===== config.mk =====
export PLATFORM = sky130hd
export DESIGN_NAME = multiword_addsub_flat
export DESIGN_NICKNAME = d
export VERILOG_FILES = /design/src/rtl/multiword_addsub_if.sv /design/src/rtl/multiword_addsub.sv /design/src/flat_wrapper.sv
export SDC_FILE = /design/constraint.sdc
export NUM_CORES = 1
export LEC_CHECK = 0
export BUFFER_PORTS_ARGS = -buffer_cell sky130_fd_sc_hd__buf_2
export CORE_UTILIZATION = 30
export CTS_CLUSTER_SIZE = 14
export DETAILED_ROUTE_END_ITERATION = 7
export PLACE_DENSITY_LB_ADDON = 0.05
export SLEW_MARGIN = 30
export SYNTH_ARGS = -nofsm -noshare
export SYNTH_HDL_FRONTEND = slang
export SYNTH_SLANG_ARGS = --single-unit

===== constraint.sdc =====
create_clock -name clk -period 7.9 [get_ports clk]
set_clock_uncertainty 0.05 [all_clocks]
set_input_delay 0 -clock clk [delete_from_list [all_inputs] [get_ports clk]]
set_output_delay 0 -clock clk [all_outputs]
set_load 0.05 [all_outputs]

===== src/rtl/multiword_addsub_if.sv =====
// Request/result bus for multiword_addsub: start handshake with operands,
// done handshake with full-width result and flags.
interface multiword_addsub_if #(
    parameter int unsigned WORDS = 2
);
    localparam int unsigned W = 32 * WORDS;

    logic         start_valid;
    logic         start_ready;
    logic [W-1:0] op_a;
    logic [W-1:0] op_b;
    logic         sub_mode;
    logic         carry_in;
    logic         done_valid;
    logic         done_ready;
    logic [W-1:0] result;
    logic         carry_out;
    logic         overflow;
    logic         zero;

    modport master (
        output start_valid, op_a, op_b, sub_mode, carry_in, done_ready,
        input  start_ready, done_valid, result, carry_out, overflow, zero
    );

    modport slave (
        input  start_valid, op_a, op_b, sub_mode, carry_in, done_ready,
        output start_ready, done_valid, result, carry_out, overflow, zero
    );
endinterface


===== src/rtl/multiword_addsub.sv =====
// Sequential WORDS x 32-bit add/subtract engine around one rca_32bit, LS word first.
// Optional zero flag built only when MWAS_ZERO_FLAG_EN is defined.
module rca_32bit (
    input  logic [31:0] a,
    input  logic [31:0] b,
    input  logic        carry_in,
    input  logic        subtract_mode,
    output logic [31:0] sum,
    output logic        carry_out
);
    logic [31:0] b_eff;

    always_comb begin
        b_eff                = b ^ {32{subtract_mode}};
        {carry_out, sum}     = {1'b0, a} + {1'b0, b_eff} + 33'(carry_in ^ subtract_mode);
    end
endmodule

module multiword_addsub #(
    parameter int unsigned WORDS = 2
) (
    input  logic               clk,
    input  logic               rst,
    multiword_addsub_if.slave  bus
);
    localparam int unsigned W    = 32 * WORDS;
    localparam int unsigned KW   = (WORDS > 1) ? $clog2(WORDS) : 1;
    localparam logic [KW-1:0] LAST = KW'(WORDS - 1);

    typedef enum logic [1:0] {IDLE, RUN, DONE} state_t;

    state_t        state_q, state_d;
    logic [KW-1:0] k_q, k_d;
    logic [W-1:0]  a_q, a_d;
    logic [W-1:0]  b_q, b_d;
    logic          carry_q, carry_d;
    logic [W-1:0]  result_q, result_d;
    logic          cout_q, cout_d;
    logic          ovf_q, ovf_d;
    logic          start_ready_q, start_ready_d;
    logic          done_valid_q, done_valid_d;

    logic [31:0]   a_w, b_w, sum_w;
    logic          co_w;

    // Select the current word of A and B' for the adder.
    always_comb begin
        a_w = '0;
        b_w = '0;
        for (int unsigned w = 0; w < WORDS; w++) begin
            if (k_q == KW'(w)) begin
                a_w = a_q[w*32 +: 32];
                b_w = b_q[w*32 +: 32];
            end
        end
    end

    rca_32bit u_rca (
        .a             (a_w),
        .b             (b_w),
        .carry_in      (carry_q),
        .subtract_mode (1'b0),
        .sum           (sum_w),
        .carry_out     (co_w)
    );

    always_ff @(posedge clk) begin
        if (rst) begin
            state_q       <= IDLE;
            k_q           <= '0;
            a_q           <= '0;
            b_q           <= '0;
            carry_q       <= 1'b0;
            result_q      <= '0;
            cout_q        <= 1'b0;
            ovf_q         <= 1'b0;
            start_ready_q <= 1'b1;
            done_valid_q  <= 1'b0;
        end else begin
            state_q       <= state_d;
            k_q           <= k_d;
            a_q           <= a_d;
            b_q           <= b_d;
            carry_q       <= carry_d;
            result_q      <= result_d;
            cout_q        <= cout_d;
            ovf_q         <= ovf_d;
            start_ready_q <= start_ready_d;
            done_valid_q  <= done_valid_d;
        end
    end

    always_comb begin
        state_d       = state_q;
        k_d           = k_q;
        a_d           = a_q;
        b_d           = b_q;
        carry_d       = carry_q;
        result_d      = result_q;
        cout_d        = cout_q;
        ovf_d         = ovf_q;
        start_ready_d = 1'b0;
        done_valid_d  = 1'b0;

        unique case (state_q)
            IDLE: begin
                // Subtraction is A + ~B + ~borrow_in on a plain adder.
                if (bus.start_valid) begin
                    a_d     = bus.op_a;
                    b_d     = bus.sub_mode ? ~bus.op_b : bus.op_b;
                    carry_d = bus.sub_mode ? ~bus.carry_in : bus.carry_in;
                    k_d     = '0;
                    state_d = RUN;
                end
            end
            RUN: begin
                for (int unsigned w = 0; w < WORDS; w++) begin
                    if (k_q == KW'(w)) begin
                        result_d[w*32 +: 32] = sum_w;
                    end
                end
                carry_d = co_w;
                k_d     = k_q + KW'(1);
                if (k_q == LAST) begin
                    k_d     = '0;
                    cout_d  = co_w;
                    ovf_d   = (a_q[W-1] == b_q[W-1]) && (sum_w[31] != a_q[W-1]);
                    state_d = DONE;
                end
            end
            DONE: begin
                if (bus.done_ready) begin
                    state_d = IDLE;
                end
            end
            default: state_d = IDLE;
        endcase

        start_ready_d = (state_d == IDLE);
        done_valid_d  = (state_d == DONE);
    end

    assign bus.start_ready = start_ready_q;
    assign bus.done_valid  = done_valid_q;
    assign bus.result      = result_q;
    assign bus.carry_out   = cout_q;
    assign bus.overflow    = ovf_q;

`ifdef MWAS_ZERO_FLAG_EN
    logic zacc_q;
    logic zero_q;

    // Accumulate "every word so far was zero"; publish with the last word.
    always_ff @(posedge clk) begin
        if (rst) begin
            zacc_q <= 1'b0;
            zero_q <= 1'b0;
        end else if (state_q == IDLE && bus.start_valid) begin
            zacc_q <= 1'b1;
        end else if (state_q == RUN) begin
            zacc_q <= zacc_q & (sum_w == 32'd0);
            if (k_q == LAST) begin
                zero_q <= zacc_q & (sum_w == 32'd0);
            end
        end
    end

    assign bus.zero = zero_q;
`else
    assign bus.zero = 1'b0;
`endif
endmodule


===== src/flat_wrapper.sv =====
// flat-port wrapper written by rule: the top's interface ports become plain ports
module multiword_addsub_flat 
#(
    parameter int unsigned WORDS = 2
)
  (clk, rst, bus_start_valid, bus_op_a, bus_op_b, bus_sub_mode, bus_carry_in, bus_done_ready, bus_start_ready, bus_done_valid, bus_result, bus_carry_out, bus_overflow, bus_zero);
  multiword_addsub_if #(.WORDS(WORDS)) bus_i ();
  input  logic clk;
  input  logic rst;
  input wire logic [$bits(bus_i.start_valid)-1:0] bus_start_valid;
  input wire logic [$bits(bus_i.op_a)-1:0] bus_op_a;
  input wire logic [$bits(bus_i.op_b)-1:0] bus_op_b;
  input wire logic [$bits(bus_i.sub_mode)-1:0] bus_sub_mode;
  input wire logic [$bits(bus_i.carry_in)-1:0] bus_carry_in;
  input wire logic [$bits(bus_i.done_ready)-1:0] bus_done_ready;
  output wire logic [$bits(bus_i.start_ready)-1:0] bus_start_ready;
  output wire logic [$bits(bus_i.done_valid)-1:0] bus_done_valid;
  output wire logic [$bits(bus_i.result)-1:0] bus_result;
  output wire logic [$bits(bus_i.carry_out)-1:0] bus_carry_out;
  output wire logic [$bits(bus_i.overflow)-1:0] bus_overflow;
  output wire logic [$bits(bus_i.zero)-1:0] bus_zero;
  assign bus_i.start_valid = bus_start_valid;
  assign bus_i.op_a = bus_op_a;
  assign bus_i.op_b = bus_op_b;
  assign bus_i.sub_mode = bus_sub_mode;
  assign bus_i.carry_in = bus_carry_in;
  assign bus_i.done_ready = bus_done_ready;
  assign bus_start_ready = bus_i.start_ready;
  assign bus_done_valid = bus_i.done_valid;
  assign bus_result = bus_i.result;
  assign bus_carry_out = bus_i.carry_out;
  assign bus_overflow = bus_i.overflow;
  assign bus_zero = bus_i.zero;
  multiword_addsub #(.WORDS(WORDS)) u_core (.clk(clk), .rst(rst), .bus(bus_i));
endmodule

; ---- Word level (Yosys, flattened, before mapping)
; Cells that the tools add are included.
[totals]
ff_bits = 200
inputBits = 134
output_inout_bits = 69
wordCells = 44
[op_classes]
addsub = 3
n_eq_ne = 6
muxes = 13
bitwise = 3
reduce_logical = 8
[ops]
columns = op, count
row1 = 32-bit 2-to-1 mux, 2
row2 = 64-bit 2-to-1 mux, 1
row3 = 64-bit NOT, 1
row4 = 32-bit by 32-bit adder with 33-bit output, 1
row5 = 33-bit by 1-bit adder with 33-bit output, 1
row6 = 2-bit AND reduction, 4
row7 = 2-bit 2-to-1 mux, 3
row8 = 2-bit one-hot mux with 3 select lines, 1
row9 = 2-bit == test (second input constant), 2
row10 = 2-bit zero test, 2
row11 = 1-bit 2-to-1 mux, 4
row12 = 1-bit one-hot mux with 2 select lines, 2
row13 = 2-bit by 1-bit == test with 1-bit output (second input constant), 1
row14 = 2-bit inequality test (second input constant), 1
row15 = 1-bit NOT, 2
row16 = 2-bit nonzero test, 1
row17 = 1-bit adder (second input constant), 1
row18 = 1-bit == test, 1
row19 = 1-bit logical AND, 1
row20 = 1-bit inequality test, 1

; ---- Logic depth before layout (Yosys ltp)
; Gate-level depths: netlist of the first run.
[depth]
ltp_word = 5
depth_mapped = 13
depth_no_buf = 11

; ---- Cells and area by module
; A second synthesis of the first run with hierarchy kept.
[hier_totals]
hier_cells = 1234
area_unflattened_um2 = 10359.9
[by_module_without_submodules]
columns = mod, instances, cells_per_inst, area_per_inst_um2, seq_area_each_um2
row1 = multiword_addsub, 1, 948, 8249.2, 4003.8
row2 = rca_32bit, 1, 286, 2110.8, 0.0

; ---- Least setup slack after synthesis of the first run
; No wires, ideal clock.
[synth_timing]
path_kind = register -> register
start = register u_core.k_q
end = register u_core.result_q[26], in the netlist u_core.bus.result[26]
setup_ps = 124
arrival_ps = 3581
required_time_ps = 7726
slack_ps = 4146
stages_incl_launch_ff = 13
path_buffers = 1
period_less_slack_ps = 3754
cell_sequence = dfxtp_1 -> clkbuf_1 -> mux2_2 -> fa_1 -> fa_1 -> a21o_1 -> a221o_2 -> a41oi_1 -> a21oi_1 -> a2111oi_0 -> o21bai_1 -> xnor2_1 -> o21ai_0
[synth_via]
elab_chain_cells = 3
elab_cells_between_ends = 6
cone_classes = add/sub: 2 / mux: 2 / bitwise: 1 / reduce/logical: 1
[synth_rtl]
columns = item, line
row1 = "start, declared", multiword_addsub.sv:33  ; logic [KW-1:0] k_q, k_d;
row2 = "start signal, assigned", multiword_addsub.sv:81  ; k_q <= k_d;
row3 = 32-bit 2-to-1 mux, multiword_addsub.sv:51  ; if (k_q == KW'(w)) begin
row4 = 32-bit by 32-bit adder with 33-bit output, multiword_addsub.sv:15  ; {carry_out, sum} = {1'b0, a} + {1'b0, b_eff} + 33'(carry_in ^ subtract_mode);
row5 = 33-bit by 1-bit adder with 33-bit output, multiword_addsub.sv:15
row6 = "end signal, assigned", multiword_addsub.sv:85  ; result_q <= result_d;
row7 = "end, declared", multiword_addsub.sv:37  ; logic [W-1:0] result_q, result_d;
; Several ways; a longest one is shown, not always the timed one.
; A chain may end at the register's enable or synchronous reset.

; ---- Worst setup path in the final report of the first run
[layout_timing]
start = register u_core.k_q
end = register u_core.cout_q, in the netlist u_core.bus.carry_out
[layout_via]
elab_chain_cells = 3
elab_cells_between_ends = 5
cone_classes = add/sub: 2 / mux: 2 / reduce/logical: 1
[layout_rtl]
columns = item, line
row1 = 32-bit 2-to-1 mux, multiword_addsub.sv:51
row2 = 32-bit by 32-bit adder with 33-bit output, multiword_addsub.sv:15
row3 = 33-bit by 1-bit adder with 33-bit output, multiword_addsub.sv:15
row4 = "end signal, assigned", multiword_addsub.sv:86  ; cout_q <= cout_d;
row5 = "end, declared", multiword_addsub.sv:38  ; logic cout_q, cout_d;
; Several ways; a longest one is shown, not always the timed one.

==> reports/qor.csv, run 1 <==
metric,value,unit
status,"complete, no violations",
first_pass_iters,4,
drc_errors,0,
yosysTopAreaCell,dfxtp_1,
relSlewSlack,40.5,%
crit_type,register to register,
grt_pass1_wl,48700,microns
syn2layout_area_growth,32.5,%
ys_types,59,
cts.sinks,200,
wl_per_cell,16.2,microns
ys_seq_area_share,40.0,%
critPathLaunchType,register,
core-area,32700,sq um
chipWidth,185,microns
synth_edf_count,0,
fin_crit,4.54,ns
synth_seq_cells,200,
post_dp_cell_area,11300,sq um
cp.required,8.17,ns
netlist_instances,1188,
antenna_found_initial,0,
fin_tns_setup,0,ns
setup_viol,0,
cap_violations,0,
layout.nets,1628,
finalMaxSlewViolations,0,
io_pins,203,
finalInstanceArea,13300,sq um
cts.clk_slew.worst_paths,0.09,ns
die_y,185,microns
yosysMostFrequentCell,nand2_1,
synth_flop_cell,dfxtp_1,
final_util,40.6,%
syn-cell-area,10000,sq um
postCtsSetupRepairBufs,0,
cts_buffers,17,
grt_usage,18.3,%
cts_tree,done,
dieArea,34100,sq um
cts_max_path_buffers,2,
routabilityCongestion,0.759,
tightest_slew,0.892,ns
vias_per_cell,4.75,
worst-r2r-setup-slack,3.36,ns
async_reset_ff_share,0,%
dp_hpwl,21600,microns
hold_class,input pin to register,
start_util,30.6,%
ir_drop,0.000147,V
finalHoldViolCount,0,
powerDensity,202,nW/um^2
cts_root_buf,clkbuf_16,
drive_above_1_share,21.7,%
path_cells,buf_4 -> mux2_2 -> ha_1 -> nand3_1 -> nor3_1 -> nand4_1 -> nand2_1 -> o21ai_0 -> o21ai_0 -> a41oi_1 -> a2111oi_0,
worst_path_most_repeated_cell,o21ai_0,
period_share,57.4,%
first_global_vias,8719,
slowest_stage,buf_4,
vias,9104,
synth_top_area_share,40.0,%
grt_max_degree,84,
wl,31100,microns
max_freq,220,MHz
clkLatencyLatePin,0.45,ns
yosysWarnings,0,
syn_nets,1355,
power_leakage,5.45,nW
cp-end-kind,register,
clock_tree.htree_level_count,4,
crit_fanout,55,
row_count,66,
cp_data_arrival_time,4.81,ns
p_total,2.68,mW
drt_iter0_markers,394,
io_buffer_count,201,
synth_common_cells,"nand2_1, dfxtp_1, a21oi_1",
ant_nets,0,
postSynthAreaPerCell,8.44,sq um
rsz0062_at_grt,no,
insertedDiodeCount,0,
grt_overflow,0,
synth_area_leaders,"dfxtp_1, nand2_1, mux2_2",
cpPeakStageDelay,0.65,ns
routing by layer:
| metal | up-vias | GRT usage, % | wire length (microns) |
|---|---|---|---|
| met1 | 4228 | 28.3 | 16600 |
| li1 | 4687 | - | - |
| met2 | 176 | 26.7 | 12900 |
| met5 | - | 0 | 0 |
| met3 | 13 | 1.93 | 1320 |
| met4 | 0 | 4.36 | 287 |
cells by family (layout without fill, tap and decap cells):
kind of cell / Yosys count / after routing / synth area share (%)
AND/OR/NAND/NOR: 398 / 398 / 17.4
flip-flops: 200 / 200 / 40.0
multiplexers: 69 / 69 / 7.69
other: 1 / 1 / 0.0374
XOR/XNOR: 88 / 88 / 7.69
buffers and inverters: 101 / 387 / 4.02
adder cells (fa/ha/maj): 33 / 33 / 4.27
AO/OA/AOI/OAI: 298 / 298 / 18.9
timing repair:
item / CTS / global route
hold buffers: 138 / 0
gates resized for setup: 0 / 0
endpoints found under the hold margin: 166 / 0
final timing paths:
check / from / endpoint / cells after the start
hold reg to reg: u_core.bus.result[13] / u_core.bus.result[13] / 2
setup / recovery: u_core.k_q / u_core.bus.carry_out / 11
setup reg to reg: u_core.k_q / u_core.bus.carry_out / 11
hold / removal: bus_sub_mode / u_core.b_q[42] / 3
power by group:
group / internal, mW / total [mW] / switching [mW]
registers: 1.08 / 1.13 / 0.0434
clock network: 0.430 / 0.898 / 0.468
logic: 0.259 / 0.656 / 0.397
cell type report:
class | instances | area (sq um)
clock inverters | 15 | 176
well taps | 442 | 553
repair buffers | 350 | 2480
multi-input cells | 887 | 5620
clock buffers | 17 | 425
fillers | 3435 | 19400
flip-flops and latches | 200 | 4010
inverters | 5 | 18.8
sequential cells by signal (all words and copies together), names as in the netlist:
register	flops
u_core.a_q	64
u_core.state_q	2
u_core.bus.done_valid	1
u_core.bus.start_ready	1
u_core.bus.overflow	1
u_core.bus.carry_out	1
u_core.bus.result	64
u_core.b_q	64
u_core.k_q	1
u_core.carry_q	1
critical path, delay by kind of cell, from the launching register on:
kind	cells	cell delay [ns]
AND/OR/NAND/NOR	4	0.69
flip-flops	1	0.57
buffers and inverters	1	0.65
adder cells (fa/ha/maj)	1	0.45
multiplexers	1	0.42
AO/OA/AOI/OAI	4	1.52
cells in the final DEF (no fill, tap or decap), types with 8 or more instances in the layout:
master and count:
buf_4 12, nor2_1 94, dlygate4sd3_1 138, nand3b_1 17
a21oi_1 128, buf_2 199, a21o_1 18, nand3_1 14
xnor2_1 82, ha_1 31, clkbuf_16 17, or3_1 8
o211ai_1 8, o21ai_0 28, mux2_2 64, dfxtp_1 199
nand2_1 214, nand2b_1 9, a211oi_1 76
through the flow:
stage | worst slack, ns | hold slack [ns] | std cells
final | 3.36 | 0.0695 | 1916
after CTS | 3.34 | 0.0706 | 1916
after floorplan | 4.15 | 0.0860 | 1188
after global routing | 3.06 | 0.0902 | 1916
after detailed placement | 3.38 | 0.202 | 1746
after global placement | 3.50 | 0.198 | 1746
Note: power is estimated with default switching activity, not from simulation.
==> run 2, diff against run 1 <==
- ABC_AREA: unset -> 1
- clock period: 7.9 -> 4.3 ns (I/O delays scaled with it)
==> reports/qor.csv, run 2 <==
metric,value,unit,change
cpPeakStageDelay,0.67,ns,+0.02 ns
grt_usage,19.8,%,+1.5 points
grt_overflow,0,,unchanged
syn_nets,1652,,+22%
status,"complete, no violations",,
drt_iter0_markers,518,,+31%
clkLatencyLatePin,0.45,ns,about the same
drc_errors,0,,unchanged
fin_tns_setup,0,ns,unchanged
cap_violations,0,,unchanged
synth_common_cells,"nand2_1, nor2_1, dfxtp_1",,
slowest_stage,dfxtp_2,,
synth_area_leaders,"dfxtp_1, nand2_1, o21ai_0",,
rr_worst_depth,13,,+2
finalHoldViolCount,0,,unchanged
combPwrFrac,27.2,%,+2.7 points
wl,34800,microns,+12%
yosysMostFrequentCell,nand2_1,,
cp-end-kind,register,,
cts.clk_slew.worst_paths,0.09,ns,about the same
finalInstanceArea,13700,sq um,+2.9%
layout_commonest_cell,nand2_1,,
netlist_instances,1485,,+25%
layout.nets,1930,,+19%
crit_family,compound AO/OA/AOI/OAI gates,,
powerDensity,377,nW/um^2,+87%
final_util,40.3,%,-0.28 points
cp.depth,13,,+2
critPathBufInv,2,,+1
synth_edf_count,0,,unchanged
ys_seq_area_share,38.3,%,-1.6 points
antenna_found_initial,0,,unchanged
crit_type,register to register,,
post_dp_cell_area,11800,sq um,+4.3%
ir_drop,0.000289,V,+96%
path_cells,buf_4 -> o21ai_0 -> ha_1 -> a21oi_1 -> o21ai_0 -> a21oi_1 -> nor2_1 -> nor2_1 -> nand2_1 -> nand2_1 -> nand3_1 -> nand2_1 -> inv_1,,
period_share,76.5,%,+19 points
p_seq_share,41.1,%,-0.9 points
grt_max_degree,96,,+14%
die_y,189,microns,+2.1%
min_delay_path_depth,3,,unchanged
cts_max_path_buffers,2,,unchanged
internal_power,3.31,mW,+87%
synth_seq_cells,200,,unchanged
cts_tree,done,,
pwr-share-clk,31.7,%,-1.8 points
setup_viol,0,,unchanged
postCtsResizedCells,0,,unchanged
clock_tree.htree_level_count,4,,unchanged
row_count,67,,+1.5%
fin_crit,3.29,ns,-1.25 ns
dp.cells,2062,,+18%
first_global_vias,9856,,+13%
vias,10132,,+11%
io_pins,203,,unchanged
layout.cells.non_filler,2224,,+16%
chipWidth,189,microns,+2.1%
grt_pass1_wl,54600,microns,+12%
ys_types,38,,-36%
postSynthAreaPerCell,7.03,sq um,-17%
routabilityCongestion,0.858,,+13%
yosysTopAreaCell,dfxtp_1,,
crit_fanout,41,,-25%
synth_flop_cell,dfxtp_1,,
postCtsSetupRepairBufs,0,,unchanged
rsz0062_at_grt,no,,
finalMaxSlewViolations,0,,unchanged
synth_top_area_share,38.3,%,-1.6 points
max_freq,304,MHz,+38%
ant_nets,0,,unchanged
swShare,35.8,%,+1.9 points
yosysWarnings,0,,unchanged
critPathLaunchType,register,,
cts.sinks,200,,unchanged
async_reset_ff_share,0,%,unchanged
power.switching,1.84,mW,+100%
dp_hpwl,25400,microns,+17%
drive_above_1_share,15.1,%,-6.6 points
syn2layout_area_growth,30.8,%,
power_leakage,6.49,nW,+19%
most-common-layout-cells,"nand2_1, nor2_1, buf_2",,
cts_buffers,17,,unchanged
vias_per_cell,4.56,,-4.1%
cp.required,4.60,ns,-3.57 ns
start_util,30.8,%,+0.19 points
hold_class,input pin to register,,
dieArea,35600,sq um,+4.1%
io_buffer_count,201,,unchanged
first_pass_iters,7,,+3
relSlewSlack,41.8,%,+1.3 points
cp_data_arrival_time,3.59,ns,-1.22 ns
insertedDiodeCount,0,,unchanged
wl_per_cell,15.7,microns,-3.5%
tightest_slew,0.873,ns,-0.0196 ns
cts_root_buf,clkbuf_16,,
core-area,33900,sq um,+3.6%
worst_path_most_repeated_cell,nand2_1,,
syn-cell-area,10400,sq um,+4.2%
## run 2: area by class of cell
type                    instances  area [sq um]
inverters                     147           557
multi-input cells            1055          5550
clock buffers                  19           453
fillers                      3623         20200
flip-flops and latches        200          4010
repair buffers                342          2400
clock inverters                13           128
well taps                     448           561
## run 2: worst register-to-register path, cell delays in order, from the launching register on
cell	delay (ns)
dfxtp_2	0.67
buf_4	0.45
o21ai_0	0.18
ha_1	0.43
a21oi_1	0.32
o21ai_0	0.22
a21oi_1	0.29
nor2_1	0.07
nor2_1	0.18
nand2_1	0.08
nand2_1	0.07
nand3_1	0.08
nand2_1	0.09
inv_1	0.03
## run 2: repair_timing
action | in CTS | in global routing
endpoints found under the hold margin | 132 | 0
endpoints found under the setup margin | 0 | 0
hold buffers | 130 | 0
## run 2: kinds of logic (layout without fill, tap and decap cells)
group,after synthesis,after routing,share of synthesized area [%]
AO/OA/AOI/OAI,354,354,19.7
XOR/XNOR,79,79,6.63
adder cells (fa/ha/maj),33,33,4.10
buffers and inverters,230,521,8.60
flip-flops,200,200,38.3
other,1,1,0.0359
AND/OR/NAND/NOR,588,588,22.6
## run 2: power groups by stage
stage	Clock [mW]	Combinational, mW	Sequential (mW)
2_1_floorplan	0	0.748	2.30
3_3_place_gp	0	1.31	2.16
3_5_place_dp	0	1.32	2.16
4_1_cts	1.68	1.41	2.12
5_1_grt	1.76	1.56	2.14
6_report	1.63	1.40	2.12
## run 2: layer usage
| metal | track usage [%] | vias to the layer above | part of all wire [%] |
|---|---|---|---|
| met5 | 0 | - | 0 |
| met4 | 4.53 | 0 | 1.3 |
| met3 | 2.72 | 23 | 3.9 |
| met2 | 28.8 | 222 | 41 |
| met1 | 30.4 | 4560 | 54 |
| li1 | - | 5327 | - |
## run 2: metrics by stage
stage / setup WS, ns / total power [mW] / hold slack, ns
2_1_floorplan: 1.61 / 3.04 / 0.117
3_3_place_gp: 1.05 / 3.47 / 0.207
3_5_place_dp: 1.05 / 3.48 / 0.205
4_1_cts: 1.02 / 5.21 / 0.0964
5_1_grt: 0.682 / 5.45 / 0.125
6_report: 1.01 / 5.15 / 0.0861
## run 2: path summary, 6_finish.rpt
| check | slack, ns | end | start |
|---|---|---|---|
| max | 1.01 | u_core.bus.result[60] | u_core.k_q |
| min | 0.09 | u_core.bus.done_valid | rst |
| max reg2reg | 1.01 | u_core.bus.result[60] | u_core.k_q |
| min reg2reg | 0.40 | u_core.b_q[18] | u_core.b_q[18] |
==> run 3, diff against run 2 <==
- ABC_AREA: 1 -> 0
- clock period: 4.3 -> 3.4 ns (I/O delays scaled with it)
==> reports/qor.csv, run 3 (same netlist as run 1, synthesis figures left out) <==
metric,value,unit,change
chipWidth,185,microns,-2.0%
slowest_stage,dfxtp_4,,
cts.sinks,200,,unchanged
die_y,185,microns,-2.0%
ant_nets,0,,unchanged
most-common-layout-cells,"nand2_1, buf_2, dfxtp_1",,
dp.cells,1814,,-12%
rsz0062_at_grt,yes,,
cp.required,3.69,ns,-0.91 ns
wl,32500,microns,-6.5%
post-place-ws,-0.106,ns,-1.16 ns
fin_crit,3.30,ns,+0.0135 ns
rr_worst_depth,13,,unchanged
drt_iter0_markers,420,,-19%
tightest_slew,0.891,ns,+0.0179 ns
clock_tree.htree_level_count,4,,unchanged
cts_max_path_buffers,2,,unchanged
hold_class,input pin to register,,
row_count,66,,-1.5%
layout.nets,1705,,-12%
fillCellCount,3376,,-6.8%
cpPeakStageDelay,0.40,ns,-0.27 ns
antenna_found_initial,1,,+1
power_leakage,5.89,nW,-9.2%
setup_viol,0,,unchanged
drc_errors,0,,unchanged
dieArea,34100,sq um,-4.0%
cts_tree,done,,
dp_hpwl,22700,microns,-11%
grt_overflow,0,,unchanged
worst-r2r-setup-slack,0.1,ns,-0.91 ns
finalHoldViolCount,0,,unchanged
vias_per_cell,4.70,,+3.1%
routabilityCongestion,0.795,,-7.4%
start_util,30.6,%,-0.19 points
relSlewSlack,40.6,%,-1.2 points
crit_type,register to register,,
post_dp_cell_area,11900,sq um,+0.66%
vias,9366,,-7.6%
wl_per_cell,16.3,microns,+4.3%
grt_usage,18.5,%,-1.3 points
max_freq,303,MHz,-0.41%
path_cells,buf_12 -> clkbuf_16 -> buf_8 -> mux2_2 -> ha_4 -> a21o_1 -> a31o_1 -> a31oi_4 -> o21ai_2 -> o21a_4 -> a41o_1 -> or4_1 -> a311oi_1,,
min_delay_path_depth,5,,+2
period_share,97.1,%,+21 points
core-area,32700,sq um,-3.4%
status,"complete, no violations",,
syn2layout_area_growth,41.9,%,
finalMaxSlewViolations,0,,unchanged
cts.clk_slew.worst_paths,0.08,ns,about the same
drive_above_1_share,28.5,%,+13 points
critPathLaunchType,register,,
layout.cells.non_filler,1994,,-10%
finalInstanceArea,14200,sq um,+4.1%
cap_violations,0,,unchanged
first_global_vias,8833,,-10%
cp-end-kind,register,,
p_total,6.48,mW,+26%
cts_root_buf,clkbuf_16,,
grt_pass1_wl,49000,microns,-10%
cts_buffers,17,,unchanged
layout_commonest_cell,nand2_1,,
ir_drop,0.000360,V,+25%
powerDensity,456,nW/um^2,+21%
io_buffer_count,201,,unchanged
first_pass_iters,4,,-3
clkLatencyLatePin,0.45,ns,about the same
grt_max_degree,136,,+42%
final.setup.worst_slack,0.0976,ns,-0.913 ns
io_pins,203,,unchanged
crit_fanout,10,,-76%
cp_data_arrival_time,3.60,ns,about the same
==> run 3: cell count changes in the layout (fill, tap and decap cells not counted), moves of 43 or more <==
| cell | previous run | this run |
|---|---|---|
| o21ai_0 | 169 | 18 |
| inv_1 | 141 | 5 |
| nor2_1 | 218 | 92 |
| buf_4 | 11 | 87 |
| nand2_1 | 287 | 214 |
| mux2_2 | 0 | 59 |
| a21oi_1 | 72 | 125 |
| xnor2_1 | 36 | 81 |
| a211oi_1 | 32 | 75 |
==> run 3: path summary, 6_finish.rpt <==
check                             start                    end
setup / recovery             u_core.k_q    u_core.bus.overflow
hold / removal             bus_carry_in         u_core.carry_q
setup reg to reg             u_core.k_q    u_core.bus.overflow
hold reg to reg   u_core.bus.result[13]  u_core.bus.result[13]
==> run 3: area by class of cell <==
type                            instances  area (sq um)  area share (%)
Inverter                                5          18.8           0.132
Clock buffer                           17           425            2.99
Timing Repair Buffer                  427          3160            22.2
Tap cell                              442           553            3.89
Multi-Input combinational cell        887          5880            41.4
Clock inverter                         15           174            1.22
Sequential cell                       200          4010            28.2
Antenna cell                            1          2.50          0.0176
==> run 3: repair_timing <==
item,4_1_cts,5_1_grt
setup buffers,2,13
setup endpoints to repair,15,30
hold buffers,130,0
hold endpoints to repair,132,0
cloned,0,2
pin swaps,3,15
resized for setup,7,57
==> run 3: worst max-delay path, delay by kind of cell (launching register included) <==
| kind | cells | cell delay (ns) |
|---|---|---|
| multiplexers | 1 | 0.36 |
| buffers and inverters | 3 | 0.42 |
| AND/OR/NAND/NOR | 1 | 0.39 |
| flip-flops | 1 | 0.40 |
| AO/OA/AOI/OAI | 7 | 1.36 |
| adder cells (fa/ha/maj) | 1 | 0.22 |
==> run 3: routing by layer <==
metal  vias to the layer above  GRT usage, %  share of wire [%]
met4                         0          5.09                1.1
met3                        23          2.38                3.4
li1                       4847             -                  -
met5                         -             0                  0
met1                      4312          28.2                 53
met2                       184          26.9                 42
==> run 3: power by group <==
part / internal (mW) / switching, mW / total (mW) / leakage (nW)
combinational: 0.777 / 0.998 / 1.78 / 3.97
sequential: 2.51 / 0.0958 / 2.61 / 1.64
clock: 0.999 / 1.10 / 2.10 / 0.287
total: 4.29 / 2.19 / 6.48 / 5.89
==> run 3: metrics by stage <==
stage / setup TNS [ns] / utilization (%) / hold WS (ns)
after floorplan: 0 / - / 0.0860
after global placement: -0.00219 / 36.3 / 0.200
after detailed placement: -0.322 / 36.3 / 0.203
after CTS: -0.0198 / 42.2 / 0.00854
after global routing: -0.120 / 43.5 / 0.113
final: 0 / 43.5 / 0.0377
